$ cat src/rtl/vedic_mac_accum_if.sv
// Product-in / result-out handshake bundle for the Vedic MAC accumulator.
// The master side produces products and consumes results; the slave side
// is the accumulator itself.
interface vedic_mac_accum_if #(
  parameter int ACC_W = 16
);
  logic             prod_valid;
  logic             prod_ready;
  logic [7:0]       prod_data;
  logic             res_valid;
  logic             res_ready;
  logic [ACC_W-1:0] res_data;
  logic             res_ovf;

  modport master (
    output prod_valid, prod_data, res_ready,
    input  prod_ready, res_valid, res_data, res_ovf
  );

  modport slave (
    input  prod_valid, prod_data, res_ready,
    output prod_ready, res_valid, res_data, res_ovf
  );
endinterface

$ cat src/rtl/vedic_mac_accum.sv
// Multiply-accumulate back end for the 4x4 Vedic multiplier.
// Sums a programmed number of 8-bit products into an ACC_W-bit register,
// then holds the sum and a sticky carry-out flag until the result is taken.
//
//   state | meaning
//   IDLE  | waiting for start; last result (acc/ovf) still readable
//   ACC   | accepting products, cnt counts remaining products down to 1
//   HOLD  | result presented, waiting for res_ready
module vedic_mac_accum #(
  parameter int ACC_W = 16,
  parameter int LEN_W = 4
) (
  input  logic             clk,
  input  logic             rst_n,
  input  logic             ena,
  input  logic             start,
  input  logic [LEN_W-1:0] len,
  output logic             busy,
  vedic_mac_accum_if.slave bus
);

  typedef enum logic [1:0] {IDLE, ACC, HOLD} state_t;

  // len == 0 encodes a full run of 2**LEN_W products, hence the extra cnt bit.
  localparam logic [LEN_W:0] CNT_FULL = {1'b1, {LEN_W{1'b0}}};
  localparam logic [LEN_W:0] CNT_ONE  = {{LEN_W{1'b0}}, 1'b1};

  state_t           state_q, state_nx;
  logic [ACC_W-1:0] acc_q, acc_nx;
  logic [LEN_W:0]   cnt_q, cnt_nx;
  logic             ovf_q, ovf_nx;
  logic [ACC_W:0]   sum;

  // One extra bit on the adder captures the carry out of the accumulator.
  assign sum = {1'b0, acc_q} + {{(ACC_W-7){1'b0}}, bus.prod_data};

  // Register all state; ena low leaves the next-state values equal to current.
  always_ff @(posedge clk or negedge rst_n) begin
    if (!rst_n) begin
      state_q <= IDLE;
      acc_q   <= '0;
      cnt_q   <= '0;
      ovf_q   <= 1'b0;
    end else begin
      state_q <= state_nx;
      acc_q   <= acc_nx;
      cnt_q   <= cnt_nx;
      ovf_q   <= ovf_nx;
    end
  end

  // Next-state and datapath updates, all gated by ena.
  always_comb begin
    state_nx = state_q;
    acc_nx   = acc_q;
    cnt_nx   = cnt_q;
    ovf_nx   = ovf_q;
    if (ena) begin
      unique case (state_q)
        IDLE: begin
          if (start) begin
            acc_nx   = '0;
            ovf_nx   = 1'b0;
            cnt_nx   = (len == '0) ? CNT_FULL : {1'b0, len};
            state_nx = ACC;
          end
        end
        ACC: begin
          if (bus.prod_valid) begin
            acc_nx = sum[ACC_W-1:0];
            ovf_nx = ovf_q | sum[ACC_W];
            cnt_nx = cnt_q - CNT_ONE;
            if (cnt_q == CNT_ONE) state_nx = HOLD;
          end
        end
        HOLD: begin
          // A start coincident with the result handshake is dropped here.
          if (bus.res_ready) state_nx = IDLE;
        end
        default: state_nx = IDLE;
      endcase
    end
  end

  // Handshake outputs are ena-masked views of registered state.
  assign bus.prod_ready = (state_q == ACC) & ena;
  assign bus.res_valid  = (state_q == HOLD) & ena;
  assign bus.res_data   = acc_q;
  assign bus.res_ovf    = ovf_q;
  assign busy           = (state_q != IDLE);

endmodule

$ cat src/flat_wrapper.sv
// flat-port wrapper written by rule: the top's interface ports become plain ports
module vedic_mac_accum_flat 
#(
  parameter int ACC_W = 16,
  parameter int LEN_W = 4
)
  (clk, rst_n, ena, start, len, busy, bus_prod_valid, bus_prod_data, bus_res_ready, bus_prod_ready, bus_res_valid, bus_res_data, bus_res_ovf);
  vedic_mac_accum_if #(.ACC_W(ACC_W)) bus_i ();
  input  logic clk;
  input  logic rst_n;
  input  logic ena;
  input  logic start;
  input  logic [LEN_W-1:0] len;
  output logic busy;
  input wire logic [$bits(bus_i.prod_valid)-1:0] bus_prod_valid;
  input wire logic [$bits(bus_i.prod_data)-1:0] bus_prod_data;
  input wire logic [$bits(bus_i.res_ready)-1:0] bus_res_ready;
  output wire logic [$bits(bus_i.prod_ready)-1:0] bus_prod_ready;
  output wire logic [$bits(bus_i.res_valid)-1:0] bus_res_valid;
  output wire logic [$bits(bus_i.res_data)-1:0] bus_res_data;
  output wire logic [$bits(bus_i.res_ovf)-1:0] bus_res_ovf;
  assign bus_i.prod_valid = bus_prod_valid;
  assign bus_i.prod_data = bus_prod_data;
  assign bus_i.res_ready = bus_res_ready;
  assign bus_prod_ready = bus_i.prod_ready;
  assign bus_res_valid = bus_i.res_valid;
  assign bus_res_data = bus_i.res_data;
  assign bus_res_ovf = bus_i.res_ovf;
  vedic_mac_accum #(.ACC_W(ACC_W), .LEN_W(LEN_W)) u_core (.clk(clk), .rst_n(rst_n), .ena(ena), .start(start), .len(len), .busy(busy), .bus(bus_i));
endmodule
$ cat config.mk
export PLATFORM = sky130hd
export DESIGN_NAME = vedic_mac_accum_flat
export DESIGN_NICKNAME = d
export VERILOG_FILES = /design/src/rtl/vedic_mac_accum_if.sv /design/src/rtl/vedic_mac_accum.sv /design/src/flat_wrapper.sv
export SDC_FILE = /design/constraint.sdc
export NUM_CORES = 1
export LEC_CHECK = 0
export CAP_MARGIN = 20
export CORE_MARGIN = 2
export CORE_UTILIZATION = 44
export DETAILED_ROUTE_END_ITERATION = 10
export PLACE_DENSITY_LB_ADDON = 0.2
export SYNTH_ARGS = -nofsm -noshare
export SYNTH_HDL_FRONTEND = slang
export SYNTH_SLANG_ARGS = --single-unit
$ cat constraint.sdc
create_clock -name clk -period 2 [get_ports clk]
set_clock_uncertainty 0.15 [all_clocks]
set_input_delay 0.2 -clock clk [delete_from_list [all_inputs] [get_ports clk]]
set_output_delay 0.2 -clock clk [all_outputs]
set_load 0.05 [all_outputs]
==> results of run 1 <==
power groups by stage:
stage                     Sequential (mW)  Clock, mW  Combinational, mW
after floorplan                      1.09          0              0.901
after global placement              0.784          0               1.89
after detailed placement            0.799          0               1.95
after CTS                           0.787      0.234               2.02
after global routing                0.826      0.264               2.31
final                               0.805      0.233               2.13
final cells by class:
class	instances	share of cell area
Inverter	9	0.0139
Timing Repair Buffer	71	0.270
Multi-Input combinational cell	135	0.431
Tap cell	46	0.0237
Sequential cell	24	0.250
Clock buffer	4	0.0108
metal layers:
layer  GRT usage  vias to the layer above  routed length, um
met5           0                        -                  0
met4      0.0625                        0                 99
met3      0.0282                       10                172
met2       0.386                       44               2160
met1       0.282                      754               1950
li1            -                      775                  -
logic make-up (layout without fill, tap and decap cells):
family,after synthesis,count (layout)
adder cells (fa/ha/maj),11,11
buffers and inverters,14,84
flip-flops,24,24
multiplexers,5,5
AND/OR/NAND/NOR,62,62
AO/OA/AOI/OAI,54,54
XOR/XNOR,3,3
state kept, by name, summed over array words and instances, names as in the netlist:
register and cells:
u_core.bus.res_ovf 1, u_core.cnt_q 5, u_core.bus.res_data 16, u_core.state_q 2
cells in the mapped netlist (2+ instances only):
library cell,n,share of area
a21oi_1,14,0.045
nand3_1,4,0.013
nor3b_1,2,0.0096
xor2_1,2,0.011
nand4_1,2,0.0080
or3_1,2,0.0080
nand2_1,16,0.038
a22o_1,2,0.011
o2111ai_1,2,0.011
clkbuf_1,4,0.0096
nor2b_1,4,0.016
o31ai_1,3,0.014
nor2_1,9,0.022
mux2i_1,5,0.032
or4_1,3,0.014
nand2b_1,7,0.028
o21ai_0,18,0.057
ha_1,10,0.080
dfrtp_1,24,0.38
o21a_1,3,0.014
inv_1,9,0.022
a22oi_1,2,0.0096
worst reg2reg max path, cell delays in order, from the launching register on:
cell,delay (ns)
dfrtp_2,0.42
ha_4,0.14
inv_2,0.03
fa_2,0.33
nor2b_2,0.13
o2111a_2,0.25
nor4b_4,0.08
or4_1,0.43
a21oi_2,0.13
layout by cell type (no fill, tap or decap), drive strengths merged, types with 7 or more instances in the layout:
| cell | n |
|---|---|
| o21ai | 18 |
| nor2 | 9 |
| dfrtp | 24 |
| nand2 | 16 |
| a21oi | 14 |
| buf | 37 |
| clkdlybuf4s50 | 27 |
| inv | 9 |
| nand2b | 7 |
| ha | 10 |
what timing repair did:
item	CTS	global route
setup buffers	3	3
endpoints found under the setup margin	10	19
pin swaps	6	4
hold endpoints to repair	0	0
gates resized for setup	7	21
how the worst min path moves through the flow:
stage          slack [ns]                                 end                                from
2_1_floorplan       -0.25  u_core.bus.res_data[0]$_DFFE_PN0P_                               rst_n
3_3_place_gp         0.35  u_core.bus.res_data[3]$_DFFE_PN0P_  u_core.bus.res_data[3]$_DFFE_PN0P_
3_5_place_dp         0.35      u_core.bus.res_ovf$_DFFE_PN0P_      u_core.bus.res_ovf$_DFFE_PN0P_
4_1_cts              0.07         u_core.cnt_q[1]$_DFFE_PN0P_                               rst_n
5_1_grt              0.09         u_core.cnt_q[0]$_DFFE_PN0P_                               rst_n
6_report             0.06         u_core.cnt_q[0]$_DFFE_PN0P_                               rst_n
==> results.py, run 1 <==
metrics = {
    "die": {
        "initial_core_util": 0.463,
        "io_pins": 38,
        "fp.dieH_um": 63.7,
        "die_w_um": 63.7,
        "coreArea_mm2": 0.00339,
        "num_rows": 21,
        "die_area_mm2": 0.00406,
    },
    "drt": {
        "vias": 1583,
        "vias_per_cell": 5.48,
        "firstDrtPassIters": 4,
        "wl_mm": 4.37,
        "drtAntennaViolNets": 0,
        "routedWlPerCell_um": 15.1,
        "dr.first_iter.drc_count": 71,
        "drc": 0,
    },
    "synth": {
        "synth_top_family_by_area": "simple AND/OR/NAND/NOR gates",
        "yosysSeqAreaShare": 0.382,
        "syn_nets": 202,
        "synthArstFlopShare": 1.00,
        "synth-compound-area-share": 0.218,
        "synth_area_mm2": 0.00157,
        "dominantRegCellSynth": "dfrtp_1",
        "yosys_warnings": 0,
        "syn_inst": 173,
        "synth_edf_count": 0,
        "synth-seq-cells": 24,
        "synth_fa_ha_area_frac": 0.0924,
        "syn_avg_cell_area_um2": 9.08,
        "synthMuxAreaShare": 0.0319,
        "synthXorXnorAreaFrac": 0.0167,
        "synth-simple-area-share": 0.223,
        "synth_cell_types": 48,
    },
    "sta": {
        "setup_violations": 8,
        "final_max_slew_viol_count": 0,
        "slew_headroom": 0.659,
        "final.setup.tns_ns": -0.703,
        "hold_viol": 0,
        "fin_crit_ns": 2.15,
        "rsz0062_at_grt": "true",
        "holdWs_ns": 0.0630,
        "period_share": 1.08,
        "setup_slack_ns": -0.152,
        "fmax_ghz": 0.465,
        "tightest_slew_ns": 0.511,
    },
    "cells_and_area": {
        "drive_gt1_frac": 0.288,
        "syn2layout_area_growth_pct": 54.7,
        "fin_util": 0.717,
        "nNetsFinal": 273,
        "num_antenna_cells": 0,
        "nFillCells": 261,
        "layout.area.seq_um2": 608,
        "stdcell_count": 289,
        "multi_input_area_mm2": 0.00105,
        "fin_area_mm2": 0.00243,
    },
    "setup_path": {
        "startpoint_type": "flop",
        "path_class": "reg2reg",
        "crit_arrival_ns": 2.26,
        "endpoint": "u_core.bus.res_data[8]$_DFFE_PN0P_",
        "r2r-end": "u_core.bus.res_data[8]$_DFFE_PN0P_",
        "path_cells": "ha_4, inv_2, fa_2, nor2b_2, o2111a_2, nor4b_4, or4_1, a21oi_2",
        "cp_max_fo": 8,
        "r2r_start": "u_core.bus.res_data[0]$_DFFE_PN0P_",
        "critPathBufInv": 1,
        "path_depth": 8,
        "cp_top_family": "simple AND/OR/NAND/NOR gates",
        "r2r_cells": 8,
        "r2r_setup_slack_ns": -0.15,
        "end_kind": "flop",
        "cp_slowest_stage_delay_ns": 0.43,
        "required_ns": 2.11,
        "startpoint": "u_core.bus.res_data[0]$_DFFE_PN0P_",
        "critPathSlowestCell": "or4_1",
    },
    "global_route": {
        "antenna_found_initial": 0,
        "grt.total_usage": 0.219,
        "grt_pass1_vias": 1588,
        "grt_max_degree": 25,
        "grt-ovfl-total": 0,
        "grt_pass1_wl_mm": 7.06,
    },
    "cts": {
        "clockBufferDepth": 2,
        "cts-root-buf": "clkbuf_4",
        "cts_sinks": 24,
        "postCtsHoldBufs": 0,
        "cts_tree": "yes",
        "clkTransAtPathRegs_ns": 0.14,
        "htreeDepth": 1,
        "cts_buffers": 3,
        "clk_latency_ns": 0.32,
    },
    "placed_design": {
        "pre_cts_ws_ns": -0.512,
        "place_inst": 280,
        "placed_cell_area_mm2": 0.00226,
        "dp_hpwl_mm": 3.13,
        "port_buffers": 37,
        "gp_congestion": 0.876,
    },
    "pwr": {
        "power.switching_mw": 1.50,
        "power.leakage_nw": 1.11,
        "combPwrFrac": 0.673,
        "power_density_mw_per_mm2": 1310,
        "p_sw_frac": 0.472,
        "p_seq_frac": 0.254,
        "report.power.total_mw": 3.17,
        "clock_power_share": 0.073,
        "p_int_mw": 1.67,
        "ir_drop_mv": 1.02,
    },
    "outcome": {
        "violations": "negative setup slack",
        "status": "complete, but fails checks",
    },
    "run": {
        "drv_cap": 0,
    },
    "min_path": {
        "hp-class": "in2async",
    },
}
(Power assumes the default switching activity.)
==> run 2: changes to the inputs <==
- CORE_UTILIZATION: 44 -> 27
==> run 2 against run 1 <==
The run still ends with negative setup slack left. Cell area rose by 0.21%. Utilization down 28 points. Clock power is 88% higher. Combinational power decreased by 5%. Hold slack better by 0.085 ns. Critical path type unchanged. Largest power group unchanged.
==> results.py, run 2 (synthesis results as in run 1) <==
metrics = {
    "global_route": {
        "grt-ovfl-total": 0,
        "grt_pass1_vias": 1447,
        "grt.total_usage": 0.138,
        "grt_pass1_wl_mm": 7.00,
        "grt_max_degree": 25,
        "antenna_found_initial": 0,
    },
    "die": {
        "coreArea_mm2": 0.00557,
        "initial_core_util": 0.282,
        "io_pins": 38,
        "die_area_mm2": 0.00644,
        "fp.dieH_um": 80.3,
        "die_w_um": 80.3,
        "num_rows": 27,
    },
    "cts": {
        "cts_sinks": 24,
        "clockBufferDepth": 2,
        "clk_latency_ns": 0.27,
        "cts_buffers": 3,
        "postCtsHoldBufs": 0,
        "cts-root-buf": "clkbuf_8",
        "htreeDepth": 1,
        "cts_tree": "yes",
        "clkTransAtPathRegs_ns": 0.09,
    },
    "run": {
        "drv_cap": 0,
    },
    "setup_path": {
        "cp_slowest_stage_delay_ns": 0.41,
        "required_ns": 2.05,
        "r2r_cells": 8,
        "r2r_setup_slack_ns": -0.14,
        "r2r-end": "u_core.bus.res_data[8]$_DFFE_PN0P_",
        "startpoint_type": "flop",
        "cp_max_fo": 8,
        "path_class": "reg2reg",
        "crit_arrival_ns": 2.19,
        "cp_top_family": "simple AND/OR/NAND/NOR gates",
        "path_cells": "ha_4, inv_2, fa_2, nor2b_2, o2111a_2, nor4b_4, or4_1, a21oi_1",
        "end_kind": "flop",
        "critPathBufInv": 1,
        "critPathSlowestCell": "or4_1",
        "r2r_start": "u_core.bus.res_data[0]$_DFFE_PN0P_",
    },
    "cells_and_area": {
        "nNetsFinal": 275,
        "final_cell_mix": "buf_4, clkdlybuf4s50_1, dfrtp_1, nand2_1, o21ai_0",
        "stdcell_count": 317,
        "nFillCells": 561,
        "layout_commonest_cell": "buf_4",
        "largest_reg_flops": 16,
        "fin_util": 0.437,
        "syn2layout_area_growth_pct": 55.1,
        "drive_gt1_frac": 0.257,
        "num_antenna_cells": 0,
    },
    "drt": {
        "vias": 1532,
        "drc": 0,
        "dr.first_iter.drc_count": 65,
        "vias_per_cell": 4.83,
        "routedWlPerCell_um": 13.1,
        "firstDrtPassIters": 4,
        "drtAntennaViolNets": 0,
        "wl_mm": 4.16,
    },
    "sta": {
        "setup_slack_ns": -0.139,
        "fin_crit_ns": 2.14,
        "period_share": 1.07,
        "setup_violations": 7,
        "slew_headroom": 0.665,
        "rsz0062_at_grt": "true",
        "tightest_slew_ns": 0.500,
        "final_max_slew_viol_count": 0,
        "fmax_ghz": 0.467,
        "hold_viol": 0,
    },
    "pwr": {
        "power_density_mw_per_mm2": 1330,
        "ir_drop_mv": 0.933,
        "power.leakage_nw": 1.04,
    },
    "outcome": {
        "status": "complete, but fails checks",
        "violations": "negative setup slack",
    },
    "placed_design": {
        "gp_congestion": 0.791,
        "place_inst": 312,
        "dp_hpwl_mm": 3.20,
        "port_buffers": 37,
    },
    "min_path": {
        "hp-class": "in2async",
    },
}
run 2: cell types whose count changed in the layout (fill, tap and decap cells not counted), sizes merged:
cell,delta
buf,+3
clkdlybuf4s50,+5
clkbuf,-1
bufinv,+1
dlymetal6s2s,-6
run 2: area by class of cell:
cell class	count	area, um2	area share
clock buffer	3	41.3	0.0170
multi-input combinational	135	977	0.401
tap	72	90.1	0.0370
clock inverter	1	30.0	0.0123
timing repair buffer	73	654	0.269
inverter	9	33.8	0.0139
sequential	24	608	0.250
run 2: power by group:
| group | switching, mW | internal (mW) |
|---|---|---|
| logic | 1.12 | 0.910 |
| clock network | 0.171 | 0.268 |
| registers | 0.125 | 0.648 |
run 2: per-stage QoR:
| step | TNS (ns) | hold slack (ns) | power, mW | setup WS [ns] | area [um2] |
|---|---|---|---|---|---|
| after detailed placement | -4.14 | 0.357 | 2.80 | -0.535 | 2340 |
| after CTS | -0.688 | 0.156 | 3.28 | -0.149 | 2430 |
| after global placement | -3.89 | 0.352 | 2.79 | -0.495 | 2340 |
| after global routing | -1.48 | 0.177 | 3.52 | -0.240 | 2430 |
| after floorplan | -1.58 | -0.246 | 1.99 | -0.294 | 1620 |
| final | -0.561 | 0.148 | 3.24 | -0.139 | 2430 |
run 2: per-layer routing:
metal / vias to the layer above / routed length (um) / track usage
li1: 782 / - / -
met1: 720 / 2140 / 0.206
met2: 28 / 1830 / 0.207
met3: 2 / 172 / 0.0258
met4: 0 / 17 / 0.0254
met5: - / 0 / 0
run 2: worst max path at each step:
stage,to,cells after the start,from,slack [ns]
after floorplan,u_core.bus.res_data[14]$_DFFE_PN0P_,8,u_core.bus.res_data[0]$_DFFE_PN0P_,-0.29
final,u_core.bus.res_data[8]$_DFFE_PN0P_,8,u_core.bus.res_data[0]$_DFFE_PN0P_,-0.14
after global placement,u_core.bus.res_data[8]$_DFFE_PN0P_,9,bus_prod_data[0],-0.49
after detailed placement,u_core.bus.res_data[14]$_DFFE_PN0P_,9,bus_prod_data[0],-0.53
after global routing,u_core.bus.res_data[14]$_DFFE_PN0P_,8,u_core.bus.res_data[0]$_DFFE_PN0P_,-0.24
after CTS,u_core.bus.res_data[8]$_DFFE_PN0P_,8,u_core.bus.res_data[0]$_DFFE_PN0P_,-0.15
run 2: what timing repair did:
| action | CTS | global route |
|---|---|---|
| setup endpoints to repair | 9 | 11 |
| setup buffers | 1 | 0 |
| gates resized for setup | 5 | 3 |
| pin swaps | 5 | 1 |
